$ cat src/rtl/alu_arith_seq_if.sv
// alu_arith_seq_if: request/response handshake and external ALU connection bundle.
interface alu_arith_seq_if #(parameter int CNT_W = 16);
  logic             req_valid;
  logic             req_ready;
  logic [3:0]       req_op;
  logic [31:0]      req_a;
  logic [31:0]      req_b;
  logic [31:0]      alu_in1;
  logic [31:0]      alu_in2;
  logic             alu_sel0;
  logic             alu_sel1;
  logic             alu_sel2;
  logic             alu_sel3;
  logic             alu_sel4;
  logic [31:0]      alu_out;
  logic             rsp_valid;
  logic             rsp_ready;
  logic [31:0]      rsp_data;
  logic             rsp_err;
  logic [CNT_W-1:0] op_count;
  modport slave (
    input  req_valid, req_op, req_a, req_b, alu_out, rsp_ready,
    output req_ready, alu_in1, alu_in2, alu_sel0, alu_sel1, alu_sel2, alu_sel3, alu_sel4,
           rsp_valid, rsp_data, rsp_err, op_count
  );
  modport master (
    output req_valid, req_op, req_a, req_b, alu_out, rsp_ready,
    input  req_ready, alu_in1, alu_in2, alu_sel0, alu_sel1, alu_sel2, alu_sel3, alu_sel4,
           rsp_valid, rsp_data, rsp_err, op_count
  );
endinterface

$ cat src/rtl/alu_arith_seq.sv
// alu_arith_seq: sequences one arithmetic/compare request through an external combinational ALU.
module alu_arith_seq #(
  parameter int CNT_W = 16
) (
  input logic         clk,
  input logic         rst_n,
  alu_arith_seq_if.slave bus
);
  typedef enum logic [1:0] {IDLE, EXEC, RESP} state_t;
  // Select codes, leftmost bit is sel0.
  localparam logic [4:0] SEL_TAB [8] = '{5'b00000, 5'b00011, 5'b00001, 5'b10001,
                                         5'b01001, 5'b11001, 5'b00101, 5'b01101};
  state_t state;
  logic   accept;
  assign accept = bus.req_valid && bus.req_ready;
  always_ff @(posedge clk or negedge rst_n) begin
    if (!rst_n) begin
      state         <= IDLE;
      bus.req_ready <= 1'b0;
      bus.rsp_valid <= 1'b0;
      bus.rsp_err   <= 1'b0;
      bus.rsp_data  <= '0;
      bus.alu_in1   <= '0;
      bus.alu_in2   <= '0;
      {bus.alu_sel0, bus.alu_sel1, bus.alu_sel2, bus.alu_sel3, bus.alu_sel4} <= '0;
      bus.op_count  <= '0;
    end else begin
      case (state)
        IDLE: begin
          bus.req_ready <= !accept;
          if (accept && !bus.req_op[3]) begin
            bus.alu_in1 <= bus.req_a;
            bus.alu_in2 <= bus.req_b;
            {bus.alu_sel0, bus.alu_sel1, bus.alu_sel2, bus.alu_sel3, bus.alu_sel4} <= SEL_TAB[bus.req_op[2:0]];
            state <= EXEC;
          end else if (accept) begin
            bus.rsp_data  <= '0;
            bus.rsp_err   <= 1'b1;
            bus.rsp_valid <= 1'b1;
            state         <= RESP;
          end
        end
        EXEC: begin
          bus.rsp_data  <= bus.alu_out;
          bus.rsp_err   <= 1'b0;
          bus.rsp_valid <= 1'b1;
          state         <= RESP;
        end
        RESP: begin
          if (bus.rsp_ready) begin
            bus.rsp_valid <= 1'b0;
            bus.req_ready <= 1'b1;
            bus.op_count  <= bus.op_count + CNT_W'(1);
            state         <= IDLE;
          end
        end
        default: state <= IDLE;
      endcase
    end
  end
endmodule

$ cat src/flat_wrapper.sv
// flat-port wrapper written by rule: the top's interface ports become plain ports
module alu_arith_seq_flat 
#(
  parameter int CNT_W = 16
)
  (clk, rst_n, bus_req_valid, bus_req_op, bus_req_a, bus_req_b, bus_alu_out, bus_rsp_ready, bus_req_ready, bus_alu_in1, bus_alu_in2, bus_alu_sel0, bus_alu_sel1, bus_alu_sel2, bus_alu_sel3, bus_alu_sel4, bus_rsp_valid, bus_rsp_data, bus_rsp_err, bus_op_count);
  alu_arith_seq_if #(.CNT_W(CNT_W)) bus_i ();
  input logic clk;
  input logic rst_n;
  input wire logic [$bits(bus_i.req_valid)-1:0] bus_req_valid;
  input wire logic [$bits(bus_i.req_op)-1:0] bus_req_op;
  input wire logic [$bits(bus_i.req_a)-1:0] bus_req_a;
  input wire logic [$bits(bus_i.req_b)-1:0] bus_req_b;
  input wire logic [$bits(bus_i.alu_out)-1:0] bus_alu_out;
  input wire logic [$bits(bus_i.rsp_ready)-1:0] bus_rsp_ready;
  output wire logic [$bits(bus_i.req_ready)-1:0] bus_req_ready;
  output wire logic [$bits(bus_i.alu_in1)-1:0] bus_alu_in1;
  output wire logic [$bits(bus_i.alu_in2)-1:0] bus_alu_in2;
  output wire logic [$bits(bus_i.alu_sel0)-1:0] bus_alu_sel0;
  output wire logic [$bits(bus_i.alu_sel1)-1:0] bus_alu_sel1;
  output wire logic [$bits(bus_i.alu_sel2)-1:0] bus_alu_sel2;
  output wire logic [$bits(bus_i.alu_sel3)-1:0] bus_alu_sel3;
  output wire logic [$bits(bus_i.alu_sel4)-1:0] bus_alu_sel4;
  output wire logic [$bits(bus_i.rsp_valid)-1:0] bus_rsp_valid;
  output wire logic [$bits(bus_i.rsp_data)-1:0] bus_rsp_data;
  output wire logic [$bits(bus_i.rsp_err)-1:0] bus_rsp_err;
  output wire logic [$bits(bus_i.op_count)-1:0] bus_op_count;
  assign bus_i.req_valid = bus_req_valid;
  assign bus_i.req_op = bus_req_op;
  assign bus_i.req_a = bus_req_a;
  assign bus_i.req_b = bus_req_b;
  assign bus_i.alu_out = bus_alu_out;
  assign bus_i.rsp_ready = bus_rsp_ready;
  assign bus_req_ready = bus_i.req_ready;
  assign bus_alu_in1 = bus_i.alu_in1;
  assign bus_alu_in2 = bus_i.alu_in2;
  assign bus_alu_sel0 = bus_i.alu_sel0;
  assign bus_alu_sel1 = bus_i.alu_sel1;
  assign bus_alu_sel2 = bus_i.alu_sel2;
  assign bus_alu_sel3 = bus_i.alu_sel3;
  assign bus_alu_sel4 = bus_i.alu_sel4;
  assign bus_rsp_valid = bus_i.rsp_valid;
  assign bus_rsp_data = bus_i.rsp_data;
  assign bus_rsp_err = bus_i.rsp_err;
  assign bus_op_count = bus_i.op_count;
  alu_arith_seq #(.CNT_W(CNT_W)) u_core (.clk(clk), .rst_n(rst_n), .bus(bus_i));
endmodule
$ cat config.mk
export PLATFORM = sky130hd
export DESIGN_NAME = alu_arith_seq_flat
export DESIGN_NICKNAME = d
export VERILOG_FILES = /design/src/rtl/alu_arith_seq_if.sv /design/src/rtl/alu_arith_seq.sv /design/src/flat_wrapper.sv
export SDC_FILE = /design/constraint.sdc
export NUM_CORES = 1
export LEC_CHECK = 0
export BUFFER_PORTS_ARGS = -buffer_cell sky130_fd_sc_hd__clkbuf_2
export CORE_ASPECT_RATIO = 1.25
export CORE_MARGIN = 2
export CORE_UTILIZATION = 49
export CTS_CLUSTER_DIAMETER = 80
export DETAILED_ROUTE_END_ITERATION = 12
export PLACE_DENSITY_LB_ADDON = 0.1
export SYNTH_ARGS = -nofsm -noshare
export SYNTH_HDL_FRONTEND = slang
export SYNTH_SLANG_ARGS = --single-unit
$ cat constraint.sdc
create_clock -name clk -period 3.16 [get_ports clk]
set_clock_uncertainty 0.1 [all_clocks]
set_input_delay 0.158 -clock clk [delete_from_list [all_inputs] [get_ports clk]]
set_output_delay 0.158 -clock clk [all_outputs]
set_load 0.01 [all_outputs]
==> After elaboration in Yosys (flattened, before gate mapping) <==
Memory sizes are Yosys's and may differ from the RTL's. A register that Yosys moved wholly into a read port is not among the register bits.
Cells that the tools add are included.
{ "totals": {"mem_bits_ro": 40, "regBits": 117, "in_bits": 104, "word_cells": 46, "out_inout_bits": 120, "memories": 1} }
{ "memory_table": {"columns": ["memory", "words", "width", "read_ports", "rd_clocked_by_memory_dff", "write_ports", "line_no", "rtl"], "rows": [
  ["(name not given)", 8, 5, 1, 1, 0, "alu_arith_seq.sv:34", "{bus.alu_sel0, bus.alu_sel1, bus.alu_sel2, bus.alu_sel3, bus.alu_sel4} <= SEL_TAB[bus.req_op[2:0]];"]
]} }
{ "classes": {"add_sub_neg": 1, "bitwise_logic": 1, "reduce_logical": 15, "mux": 14, "n_eq_ne": 6} }
{ "op_table": {"columns": ["cell", "n"], "rows": [
  ["$mux W32", 2],
  ["$pmux W32 S2", 1],
  ["$add A16 B1 Y16 const B", 1],
  ["$reduce_and A2 Y1", 4],
  ["$mux W2", 3],
  ["$pmux W2 S3", 1],
  ["$mux W1", 4],
  ["$ne A2 B2 Y1 const B", 2],
  ["$not A3 Y4", 1],
  ["$pmux W1 S2", 2],
  ["$reduce_and A4 Y1", 1],
  ["$reduce_bool A2 Y1", 2],
  ["$logic_not A1 Y1", 3],
  ["$ne A3 B1 Y1 const B", 1],
  ["$pmux W1 S3", 1],
  ["$reduce_and A3 Y1", 1],
  ["$reduce_bool A3 Y1", 1],
  ["$eq A2 B1 Y1 const B", 1],
  ["$eq A2 B2 Y1 const B", 1],
  ["$logic_and A1 B1 Y1", 2],
  ["$logic_not A2 Y1", 1],
  ["$ne A2 B1 Y1 const B", 1]
]} }

==> Depth between registers and ports, before layout <==
Gate-level depths: netlist of run 1.
{ "logic_depth": {"depth_word": 4, "mapped_depth": 6, "depth_no_buf": 4} }

==> Worst setup path after synthesis of run 1 <==
No wires, ideal clock.
{ "synth_timing": {"path_type": "reg-to-reg", "startpoint": "reg u_core.state[1]", "endpoint": "reg u_core.bus.alu_in1[23]", "setup_slack_ps": 1517, "setup_ps": 127, "synth_period_minus_slack_ps": 1643, "path_stages_with_launch": 5, "t_required_ps": 2933, "path_buffers": 2, "t_arrival_ps": 1415, "cell_sequence": "dfrtp_1 -> nor4_2 -> buf_4 -> buf_6 -> mux2_1"} }
{ "synth_via": {"elab_chain_cells": 2} }
{ "synth_lines": {"columns": ["element", "line_no", "rtl"], "rows": [
  ["start, declared", "alu_arith_seq.sv:13", "state_t state;"],
  ["start signal, assigned", "alu_arith_seq.sv:18", "state <= IDLE;"],
  ["start signal, assigned", "alu_arith_seq.sv:35", "state <= EXEC;"],
  ["start signal, assigned", "alu_arith_seq.sv:40", "state <= RESP;"],
  ["$logic_not A2 Y1", "alu_arith_seq.sv:28", "case (state)"],
  ["$reduce_and A2 Y1 (no line)", null, null],
  ["end signal, assigned", "alu_arith_seq.sv:32", "bus.alu_in1 <= bus.req_a;"],
  ["end, declared", "alu_arith_seq_if.sv:23", "output req_ready, alu_in1, alu_in2, alu_sel0, alu_sel1, alu_sel2, alu_sel3, alu_sel4,"]
]} }
No other way between the ends.
A chain may end at the register's enable or synchronous reset.

==> Worst setup path in the final report of run 1 <==
{ "layout_timing": {"startpoint": "reg u_core.state[1]", "endpoint": "reg u_core.bus.alu_in1[26]"} }
The elaborated chain is that of the path after synthesis.

==> summary.md, run 1 <==
The flow ran to the end, and the final reports show no timing, DRC or antenna violations. In this run switching power makes up 31.8% of total power. In this run the static leakage power is 3.81 nW. Summed over all nets, the half-perimeter wirelength after detailed placement is 7620 um.

The first global-routing pass estimated 21200 um of wire. The worst-case headroom to the max-slew limit came out at 53.5%. The logs give 0 for the count of synthesis-stage warnings from yosys and 33 for the number of distinct library cells after synthesis.

STA puts the critical path data arrival time at 2.27 ns. Entering global routing, the biggest net connects 81 pins. For the initial antenna violation count, the log shows 0. The worst-case IR drop observed on VDD is 0.629 mV.

After detailed routing, the average wire length per cell comes to 17.1 um. The initialized floorplan defines 39 standard-cell rows. CTS built an H-tree with a depth of 4. The clock buffer count from CTS was 17; the max-capacitance violation count was 0. The tools report the critical path capture point type as a flip-flop.

Timing would allow up to 478 MHz. The hold violation count in the final report is 0. The worst-margin pin slew was 0.698 ns. In this run the remaining antenna-violating nets after routing total 0.

Required time of the worst setup path: 3.34 ns. The final net count is 746. Routability-driven placement finished with a final weighted congestion of 0.758. The final critical-path share of the clock period was 66.2%. The number of optimization iterations in the first detailed-route pass is 4, and the overflow left after global routing is 0. In the routed design, unresolved DRC markers number 0. Clock latency on the worst-skew pair: 0.40 ns. Diode insertion count for antenna repair: 0. The final route contains 3858 vias.

Wires add up to 13300 um. The register bit total from synthesis works out to 122. The mean area per synthesized cell came out at 15.0 um2. The layout-stage area growth over the synthesis result was 61.6%. For this design the top-level I/O count stands at 224.

Once the clock tree was built, the resizer swapped 0 gates to a different size. The die covers 10300 um2. Setup violations remaining at the end of the flow were counted as 0. Switching power: 2.23 mW.

For the share of total power in combinational logic, the log shows 32.1%. For the relative contribution of the clock network to total power, the log shows 29.1%. Synthesis produced a netlist with a net count of 414. The global router's overall resource usage is 26.9%.

Sequential cells were found to cover 65.7% of the synthesized design area. TritonCTS built the clock tree. For this configuration, the core starts out at a cell density of 50.7%.

In this run the vertical extent of the chip is 113 um. Power comes to 7.00 mW. The nature of the critical path startpoint is a flip-flop. Summed over all failing endpoints, the final setup total negative slack is 0 ns. The tree is rooted in a clkbuf_16. Cell internal power was estimated by the tool at 4.77 mW. Input and output buffers added on the ports amount to 223. The fraction of power consumed by sequential logic came out at 38.8%. The number of max-slew violations in the final report was 0; the post-layout minimum cycle time was 2.09 ns.

The number of global-route vias before repair is 4172, and the placeable core area is 9170 um2. The power per cell area was 932 nW/um2. Synthesized netlist cell count: 309. Path class of the lowest-slack min-delay path: in2reg. The clock passes through at most 2 buffers. Measured along the x axis, the die boundary spans 91.1 um.

Setup repair after global routing left no endpoint under its margin. The average via count per standard cell was 4.97; the starting DRC count in detailed routing was 179. The highest net fanout along the worst path was 57. The area of the mapped netlist is 4650 um2. Clock-pin slew was measured on the worst setup and hold paths at 0.05 ns. Critical path class: reg2reg. The run gives 122 as the clock net sink count. Cells with a size suffix above 1 make up 44.1% of the layout.
[path summary, 6_finish.rpt]
| check | start | endpoint | slack (ns) | cells past startpoint |
|---|---|---|---|---|
| setup / recovery | u_core.state[1] | u_core.bus.alu_in1[26] | 1.07 | 3 |
| hold / removal | bus_req_valid | u_core.bus.req_ready | 0.06 | 3 |
| setup reg to reg | u_core.state[1] | u_core.bus.alu_in1[26] | 1.07 | 3 |
| hold reg to reg | u_core.bus.op_count[15] | u_core.bus.op_count[15] | 0.37 | 1 |
| max in group asynchronous | rst_n | u_core.bus.alu_sel0 | 1.99 | 3 |
| min in group asynchronous | rst_n | u_core.bus.op_count[10] | 0.17 | 2 |
[critical path, stage by stage, from the launching register on]
cell,delay [ns]
dfrtp_1,0.48
nor4_4,0.32
buf_4,0.61
mux2_1,0.43
[what timing repair did]
action                                  CTS  global route
buffers inserted                          0             0
hold endpoints to repair                145             0
endpoints found under the setup margin    0             0
hold buffers                            101             0
[flip-flops by register name (all words and copies together) (netlist names)]
signal,flops
u_core.bus.alu_sel3,1
u_core.bus.rsp_valid,1
u_core.bus.rsp_data,32
u_core.bus.alu_sel2,1
u_core.bus.op_count,16
u_core.bus.alu_in1,32
u_core.bus.rsp_err,1
u_core.bus.alu_sel0,1
u_core.bus.alu_sel4,1
u_core.state,2
u_core.bus.req_ready,1
u_core.bus.alu_sel1,1
u_core.bus.alu_in2,32
[synth_stat cells]
cell | instances | area, um2
dfrtp_1 | 122 | 3050
mux2_1 | 39 | 439
a22o_1 | 32 | 280
mux2_2 | 26 | 293
nand3_1 | 9 | 45.0
xnor2_1 | 9 | 78.8
buf_2 | 8 | 40.0
inv_1 | 7 | 26.3
o21ai_0 | 7 | 35.0
xor2_1 | 7 | 61.3
nor2_1 | 6 | 22.5
buf_6 | 4 | 45.0
nand4_1 | 4 | 25.0
a21oi_1 | 3 | 15.0
and2_1 | 2 | 12.5
and3_1 | 2 | 12.5
buf_4 | 2 | 15.0
clkbuf_1 | 2 | 7.51
nand2_1 | 2 | 7.51
nand2b_1 | 2 | 12.5
nor2b_1 | 2 | 12.5
a31oi_1 | 1 | 6.26
and4_1 | 1 | 8.76
and4b_1 | 1 | 10.0
ha_1 | 1 | 12.5
nand4_2 | 1 | 12.5
nand4b_1 | 1 | 8.76
nor3_1 | 1 | 5.00
nor3_2 | 1 | 10.0
nor4_2 | 1 | 12.5
o32a_1 | 1 | 10.0
or2_1 | 1 | 6.26
or2_2 | 1 | 6.26
[per-stage QoR]
stage / instance area, um2 / hold slack [ns] / instances / utilization, % / setup slack, ns
2_1_floorplan: 4650 / -0.238 / 309 / - / 1.52
3_3_place_gp: 5870 / 0.0717 / 644 / 64.0 / 1.18
3_5_place_dp: 5870 / 0.0790 / 644 / 64.0 / 1.10
4_1_cts: 7510 / 0.0404 / 776 / 81.9 / 1.09
5_1_grt: 7510 / 0.0808 / 776 / 81.9 / 0.948
6_report: 7510 / 0.0561 / 776 / 81.9 / 1.07
[kinds of logic (layout without fill, tap and decap cells)]
family / Yosys count / after routing / share of synthesized area [%]
fa+ha+maj: 1 / 1 / 0.269
flops: 122 / 122 / 65.7
simple gates: 38 / 38 / 4.95
compound gates: 44 / 44 / 7.46
mux: 65 / 65 / 15.7
xor+xnor: 16 / 16 / 3.01
buf+inv: 23 / 367 / 2.88
[layout make-up]
type                    count  area (um2)
fillers                   520        1660
clock inverters             8         140
flip-flops and latches    122        3050
clock buffers              23         488
inverters                   7        26.3
repair buffers            329        2180
multi-input cells         164        1470
well taps                 123         154
[layer usage]
| metal | global-route usage (%) | vias up | part of all wire [%] |
|---|---|---|---|
| li1 | - | 1772 | - |
| met1 | 29.6 | 1879 | 38 |
| met2 | 47.0 | 176 | 53 |
| met3 | 8.99 | 31 | 6.6 |
| met4 | 12.8 | 0 | 2.9 |
| met5 | 0 | - | 0 |
[placed cells by master (no fill, tap or decap), types with 2 or more instances in the layout]
cell type and instances:
clkbuf_8 4, dfrtp_1 122, nand2_1 2, nor2_1 6, inv_1 7, a22o_1 32
xnor2_1 9, and3_1 2, clkbuf_2 222, mux2_2 26, buf_4 5, nand3_1 9
nand4_1 4, nand2b_1 2, xor2_1 7, and2_1 2, a21oi_1 3, clkbuf_1 2
mux2_1 39, clkbuf_16 17, dlygate4sd3_1 101, clkinv_2 4, bufinv_16 4, o21ai_0 7
[power by group through the flow]
stage	sequential (mW)	clock (mW)	combinational (mW)
CTS	2.67	2.06	2.22
floorplan	2.98	0	0.808
global placement	2.67	0	2.06
finish	2.72	2.04	2.25
detailed placement	2.68	0	2.12
global route	2.80	2.13	2.42
Power figures use the tool's default switching activity.
==> inputs of run 2 (changes only) <==
--- a/config.mk
+++ b/config.mk
@@ -5,10 +5,11 @@
 export SDC_FILE = /design/constraint.sdc
 export NUM_CORES = 1
 export LEC_CHECK = 0
+export ABC_AREA = 1
 export BUFFER_PORTS_ARGS = -buffer_cell sky130_fd_sc_hd__clkbuf_2
 export CORE_ASPECT_RATIO = 1.25
 export CORE_MARGIN = 2
-export CORE_UTILIZATION = 49
+export CORE_UTILIZATION = 42
 export CTS_CLUSTER_DIAMETER = 80
 export DETAILED_ROUTE_END_ITERATION = 12
 export PLACE_DENSITY_LB_ADDON = 0.1
==> constraint.sdc (replaced) <==
create_clock -name clk -period 1.7 [get_ports clk]
set_clock_uncertainty 0.1 [all_clocks]
set_input_delay 0.085 -clock clk [delete_from_list [all_inputs] [get_ports clk]]
set_output_delay 0.085 -clock clk [all_outputs]
set_load 0.01 [all_outputs]
==> run 2 against run 1 <==
Sequential power is 72% higher. Hold slack better by 0.042 ns. Setup slack worse by 0.86 ns. Sequential share of layout area is 1.3 points lower. Critical path depth is 5 higher. Critical path type unchanged. Cell area is 3.4% higher. Final cell count is 33% higher. Largest power group unchanged. Critical endpoint is now u_core.bus.alu_sel4. Routed wire length is 7.4% higher. Register-to-register slack worse by 0.86 ns. Core utilization is 12 points lower. Global-route usage is 3.2 points lower. Total power is 73% higher.
==> summary.md, run 2 <==
The horizontal extent of the die is 99.6 um (+9.3%), and the count of flip-flops with a built-in enable after synthesis is 0 (unchanged). The longest individual stage delay on the worst path works out to 0.42 ns (-0.19 ns). Clock tree synthesis selected as its root buffer the cell clkbuf_16.

The sequential share of the synthesized area was 63.6% (-2.1 points). The run gives 547 (+77%) as the synthesized netlist cell count. The number of buffer cells added on primary ports is 223 (unchanged), and the number of global-route vias before repair is 4835 (+16%). The commonest cells after synthesis are nand2_1, dfrtp_1, nor2_1, inv_1, buf_2.

The tools report the reported leakage power as 4.47 nW (+17%). The number of optimization iterations in the first detailed-route pass was 4 (unchanged); the clock buffer count from CTS was 17 (unchanged). The top achievable clock speed was 668 MHz (+40%); the summed negative setup slack over all endpoints was 0 ns (unchanged). The run gives 0.203 ns (-0.864 ns) as the final critical-path setup slack. Average wire length per cell after detail routing: 13.9 um (-19%).

The critical path class was reg2reg. The tools report the signal arrival time at the worst endpoint as 1.72 ns (-0.55 ns). The worst register-to-register path begins at u_core.state[1]. The clock transition at the registers of the reported paths is 0.05 ns (about the same), and the max-capacitance violation count is 0 (unchanged).

The total wire length came out at 14300 um (+7.4%). The power per cell area was 1560 nW/um2 (+67%). The run gives 0 (unchanged) as the final number of setup-violating endpoints. The count of synthesis-stage warnings from yosys is 0 (unchanged), and the pre-CTS setup slack is 0.201 ns (-0.899 ns).

Leaving out fill and tap cells, the most frequent cell in the layout is nand2_1. The relative contribution of the clock network to total power was 29.8% (+0.7 points); the share of total power in combinational logic was 31.7% (-0.4 points). The hold violation count in the final report is 0 (unchanged). The global router's overall resource usage is 23.7% (-3.2 points). The predominant post-synthesis flop cell is dfrtp_1. The run gives 0.837 (+10%) as the global placement routability congestion. Summed over all instances, the cell type with the most area after synthesis is dfrtp_1. For the placeable core area, the log shows 11100 um2 (+21%). The worst setup path is captured at a flip-flop. The wire length of the first global-routing pass is 22700 um (+7.1%).

For the cell area reported after detailed placement, the log shows 6150 um2 (+4.6%). The initial cell density of the core was 43.1% (-7.6 points). The number of top-level pins is 224 (unchanged), and the number of nets with antenna violations after detailed routing is 0 (unchanged).

The switching part of the total power was 33.9% (+2.1 points). The highest net fanout along the worst path was 28 (-51%); the sum of internal, switching and leakage power was 12.1 mW (+73%). Grouping stages by cell kind, the critical path spends the most delay in buffers and inverters. The tools report the via total after detailed routing as 4800 (+24%). The post-route worst hold slack was 0.0984 ns (+0.0423 ns). The register bit total from synthesis is 122 (unchanged), and the post-route DRC violation count is 0 (unchanged). The largest registers in the layout are u_core.bus.alu_in1 x32, u_core.bus.alu_in2 x32, u_core.bus.rsp_data x32. The share of flip-flops with an asynchronous set or reset after synthesis came out at 100% (unchanged). The detailed placer's ending HPWL was 8980 um (+18%); the filler cell count in the final layout was 828 (+59%). The tools report the net count after synthesis as 652 (+57%). The run gives 12300 um2 (+20%) as the die outline area. The layout-stage area growth over the synthesis result was 61.9%.

The tools report the start point of the critical path as u_core.state[1]. The run gives 246 (+37%) as the starting DRC count in detailed routing. Counting stages on the worst path, the most repeated cell is inv_2. The tightest min-delay check is of the in2async type. By area the synthesized netlist is led by dfrtp_1, nand2_1, nor2_1. The run gives 4800 um2 (+3.3%) as the area of the mapped netlist. The number of distinct library cells after synthesis is 20 (-39%). The logs give 0 (unchanged) for the buffer count from post-CTS setup fixing and 1.92 ns (-1.42 ns) for the required time of the worst setup path. STA classifies the critical path startpoint as a flip-flop.

The most common cell in the synthesized netlist was nand2_1. The number of max-slew violations in the final report was 0 (unchanged); the clock net sink count was 122 (unchanged). For the level count of the clock H-tree, the log shows 4 (unchanged).

The logs give 4.11 mW (+84%) for the switching power and 988 (+32%) for the final net count. The share of the synthesized area in the top cell type was 63.6% (-2.1 points); the worst vdd rail ir drop was 0.874 mV (+39%). The tools report the post-route standard cell area excluding fillers as 7770 um2 (+3.4%). The critical path goes through inv_2, nand2_1, inv_2, nand2_4, inv_2, buf_4, nor2_1, a31oi_1. The average via count per standard cell works out to 4.66 (-6.3%).

On the critical path, the stage with the largest delay is an instance of dfrtp_1. The overflow left after global routing is 0 (unchanged), and the cell row count is 43 (+10%). The cell-internal power came out at 8.01 mW (+68%). For the worst-case headroom to the max-slew limit, the log shows 65.6% (+12 points). Worst-margin pin slew: 0.516 ns (-0.182 ns). The die boundary height was 124 um (+9.4%); the clock latency on the worst-skew pair was 0.40 ns (about the same).

Final critical-path share of the clock period: 88.0% (+22 points). TritonCTS built the clock tree. Setup repair after global routing left no endpoint under its margin.

The buffer depth of the longest clock path came out at 2 (unchanged). Post-layout minimum cycle time: 1.50 ns (-0.596 ns). The run gives 0 (unchanged) as the initial antenna violation count. The diode insertion count for antenna repair is 0 (unchanged). The total buffers and inverters traversed by the critical path came out at 4 (+3).

The flow ran to the end, and the final reports show no timing, DRC or antenna violations. The fraction of power consumed by sequential logic came out at 38.5% (-0.3 points). The layout cell share with drive strength beyond 1 came out at 30.5% (-14 points).

The top cell types in the final layout, fill and taps aside, are nand2_1, clkbuf_2, dfrtp_1. The run gives 48 (-41%) as the pin count of the biggest net entering global routing. The mean area per synthesized cell is 8.77 um2 (-42%).
## run 2: cell count changes after synthesis, sizes merged, moves of 4 or more
cell,delta
a22o,-32
o21ai,-4
nand2,+327
inv,+13
nand3,+4
nor2,+15
mux2,-65
## run 2: area by class of cell
type	instances	area [um2]	share of cell area [%]
well taps	135	169	2.17
repair buffers	337	2310	29.7
clock buffers	22	474	6.10
inverters	20	75.1	0.966
flip-flops and latches	122	3050	39.3
multi-input cells	385	1570	20.2
clock inverters	9	120	1.55
## run 2: cell families after synthesis
logic type               synth area share [%]
AND/OR/NAND/NOR                          29.5
buffers and inverters                    3.68
AO/OA/AOI/OAI                           0.808
XOR/XNOR                                 2.19
adder cells (fa/ha/maj)                 0.261
flip-flops                               63.6
## run 2: final timing paths
path | endpoint | slack, ns | depth (start not counted)
setup / recovery | u_core.bus.alu_sel4 | 0.20 | 8
hold / removal | u_core.bus.alu_in1[18] | 0.1 | 2
setup reg to reg | u_core.bus.alu_sel4 | 0.20 | 8
hold reg to reg | u_core.bus.op_count[15] | 0.37 | 1
max in group asynchronous | u_core.bus.alu_in2[5] | 0.84 | 3
min in group clk | u_core.state[0] | 0.12 | 5
## run 2: repair_timing
item,CTS,global route
hold endpoints to repair,226,0
hold buffers,103,0
resized for setup,0,0
## run 2: power by group through the flow
| stage | Sequential (mW) | Combinational [mW] | Clock, mW |
|---|---|---|---|
| finish | 4.67 | 3.84 | 3.61 |
| global route | 4.80 | 4.28 | 3.82 |
| CTS | 4.66 | 3.85 | 3.67 |
| detailed placement | 4.67 | 3.65 | 0 |
| global placement | 4.65 | 3.58 | 0 |
| floorplan | 5.13 | 1.37 | 0 |
## run 2: stage by stage
step | cells | utilization, %
2_1_floorplan | 547 | -
3_3_place_gp | 896 | 55.2
3_5_place_dp | 896 | 55.2
4_1_cts | 1030 | 69.8
5_1_grt | 1030 | 69.8
6_report | 1030 | 69.8
## run 2: layer usage
metal | vias to the layer above | share of wire, % | GRT usage, %
met4 | 0 | 3.0 | 11.1
met3 | 34 | 6.4 | 6.61
met2 | 206 | 52 | 42.1
li1 | 2324 | - | -
met5 | - | 0 | 0
met1 | 2236 | 38 | 26.4
==> inputs of run 3 (changes only) <==
--- a/config.mk
+++ b/config.mk
@@ -12,6 +12,7 @@
 export CORE_UTILIZATION = 42
 export CTS_CLUSTER_DIAMETER = 80
 export DETAILED_ROUTE_END_ITERATION = 12
+export MAX_ROUTING_LAYER = met4
 export PLACE_DENSITY_LB_ADDON = 0.1
 export SYNTH_ARGS = -nofsm -noshare
 export SYNTH_HDL_FRONTEND = slang
==> run 3 against run 2 <==
Core utilization unchanged. Global-route usage up 0.72 points. Combinational power barely moved. Non-clock buffer count stayed put. Sequential power hardly changed. Sequential share of layout area is the same. Critical endpoint unchanged. Final cell count unchanged. Total power about the same. Maximum frequency rose by 0.35%. Setup slack gained 0.0051 ns. Register-to-register slack barely moved.
==> summary.md, run 3 (synthesized netlist as in run 2, its figures left out) <==
The diode insertion count for antenna repair came out at 0 (unchanged). Most prevalent standard cell on the critical path: inv_2. The tools report the detailed placer's ending HPWL as 8980 um (unchanged). STA classifies the critical path startpoint as a flip-flop. The worst-margin pin slew was 0.514 ns (-0.00175 ns); the die boundary height was 124 um (unchanged). The longest individual stage delay on the worst path is 0.42 ns (about the same), and the overflow left after global routing is 0 (unchanged).

The tools report the cell-internal power as 8.01 mW (about the same). The signal arrival time at the worst endpoint is 1.72 ns (about the same), and the starting DRC count in detailed routing is 247 (+0.41%). Number of buffer cells added on primary ports: 223 (unchanged). The flow ran to the end, and the final reports show no timing, DRC or antenna violations. The average wire length per cell after detail routing is 13.9 um (about the same), and the filler cell count in the final layout is 828 (unchanged).

The tools report the hold buffer count at CTS as 103 (unchanged). Power per cell area: 1560 nW/um2 (about the same). The run gives 0.201 ns (unchanged) as the pre-CTS setup slack. The tools report the clock latency on the worst-skew pair as 0.40 ns (about the same). The tools report the share of total power in combinational logic as 31.7% (about the same). The highest net fanout along the worst path is 28 (unchanged), and the number of global-route vias before repair is 4847 (+0.25%).

For the placeable core area, the log shows 11100 um2 (unchanged). The run gives 4.47 nW (unchanged) as the reported leakage power. The slowest stage cell on the critical path is dfrtp_1.

Average via count per standard cell: 4.68 (+0.37%). The layout cell share with drive strength beyond 1 was 30.5% (unchanged). The run gives 14300 um (about the same) as the total wire length.

The horizontal extent of the die was 99.6 um (unchanged). The critical path class is reg2reg. The post-layout minimum cycle time was 1.49 ns (-0.00515 ns); the wire length of the first global-routing pass was 22700 um (-0.21%). The die outline area is 12300 um2 (unchanged). The run gives 0 (unchanged) as the max-capacitance violation count. The critical path goes through inv_2, nand2_1, inv_2, nand2_4, inv_2, buf_4, nor2_1, a31oi_1.

The run gives 2 (unchanged) as the buffer depth of the longest clock path. Worst vdd rail ir drop: 0.871 mV (-0.36%). Final critical-path share of the clock period: 87.7% (-0.30 points).

TritonCTS built the clock tree. Clock transition at the registers of the reported paths: 0.05 ns (about the same). The run gives 4 (unchanged) as the number of optimization iterations in the first detailed-route pass. The global router's overall resource usage came out at 24.5% (+0.72 points).

The required time of the worst setup path is 1.92 ns (about the same). The worst-case headroom to the max-slew limit is 65.7% (+0.12 points), and the buffer count from post-CTS setup fixing is 0 (unchanged). The switching part of the total power is 34.0% (+0.040 points), and the cell row count is 43 (unchanged). The fraction of power consumed by sequential logic is 38.5% (about the same). The final critical-path setup slack was 0.209 ns (+0.00515 ns); the layout-stage area growth over the synthesis result was 61.9% (unchanged). The tools report the final number of setup-violating endpoints as 0 (unchanged). The path class of the lowest-slack min-delay path was in2async. The tools report the final design utilization as 69.8% (unchanged).

The register cell area after layout was 3050 um2 (unchanged). The tools report the initial antenna violation count as 0 (unchanged). The via total after detailed routing is 4818 (+0.38%). STA classifies the critical path endpoint as a flip-flop. The tools report the post-route DRC violation count as 0 (unchanged). Leaving out fill and tap cells, the most frequent cells in the layout are nand2_1, clkbuf_2, dfrtp_1. The commonest non-fill, non-tap cell in the layout was nand2_1.

The number of max-slew violations in the final report came out at 0 (unchanged). Area occupied by multi-input gates: 1570 um2 (unchanged). For the global placement routability congestion, the log shows 0.850 (+1.5%).

The clock buffer count from CTS is 17 (unchanged). The post-route worst hold slack came out at 0.101 ns (+0.00269 ns). The total of cells resized after clock tree synthesis came out at 0 (unchanged).

The origin of the critical flop-to-flop path was u_core.state[1]. The level count of the clock H-tree was 4 (unchanged). The hold violation count in the final report is 0 (unchanged). The cell sitting at the root of the clock tree is a clkbuf_16. The tools report the number of nets with antenna violations after detailed routing as 0 (unchanged). The number of top-level pins came out at 224 (unchanged). The clock net sink count was 122 (unchanged). In the final layout, the registers with the most flip-flops are u_core.bus.alu_in1 x32, u_core.bus.alu_in2 x32, u_core.bus.rsp_data x32. The initial cell density of the core came out at 43.1% (unchanged). Setup repair after global routing left no endpoint under its margin. For the switching power, the log shows 4.12 mW (+0.18%). The sum of internal, switching and leakage power is 12.1 mW (about the same).

Final net count: 988 (unchanged). The top achievable clock speed is 670 MHz (+0.35%). The pin count of the biggest net entering global routing is 48 (unchanged). The summed negative setup slack over all endpoints was 0 ns (unchanged); the relative contribution of the clock network to total power was 29.8% (about the same). The critical path starts at u_core.state[1].
## run 3: critical path, delay by kind of cell (launching register included)
| family | cells | cell delay [ns] |
|---|---|---|
| flip-flops | 1 | 0.42 |
| buffers and inverters | 4 | 0.53 |
| AND/OR/NAND/NOR | 3 | 0.22 |
| AO/OA/AOI/OAI | 1 | 0.14 |
## run 3: worst paths after layout
kind | endpoint | slack [ns] | depth (start not counted)
max in group asynchronous | u_core.bus.alu_in2[5] | 0.84 | 3
max | u_core.bus.alu_sel4 | 0.21 | 8
min reg2reg | u_core.bus.op_count[15] | 0.37 | 1
min | u_core.bus.alu_in1[18] | 0.10 | 2
max reg2reg | u_core.bus.alu_sel4 | 0.21 | 8
min in group clk | u_core.state[0] | 0.12 | 5
## run 3: area by class of cell
type	count	share of cell area [%]
clock buffer	22	6.10
multi-input combinational	385	20.2
tap	135	2.17
inverter	20	0.966
timing repair buffer	337	29.7
sequential	122	39.3
clock inverter	9	1.55
## run 3: layer usage
layer / global-route usage, % / routed length [um] / up-vias
li1: - / - / 2327
met1: 27.1 / 5610 / 2250
met2: 41.9 / 7450 / 208
met3: 6.11 / 819 / 33
met4: 10.9 / 410 / 0
met5: - / 0 / -
## run 3: stage by stage
stage	std cells	cell area [um2]
finish	1030	7770
global route	1030	7770
CTS	1030	7770
detailed placement	896	6150
global placement	896	6150
floorplan	547	4800
## run 3: power by group through the flow
| stage | combinational (mW) | sequential (mW) | clock [mW] |
|---|---|---|---|
| floorplan | 1.37 | 5.13 | 0 |
| global placement | 3.58 | 4.65 | 0 |
| detailed placement | 3.65 | 4.67 | 0 |
| CTS | 3.85 | 4.66 | 3.67 |
| global route | 4.28 | 4.80 | 3.82 |
| finish | 3.84 | 4.67 | 3.61 |
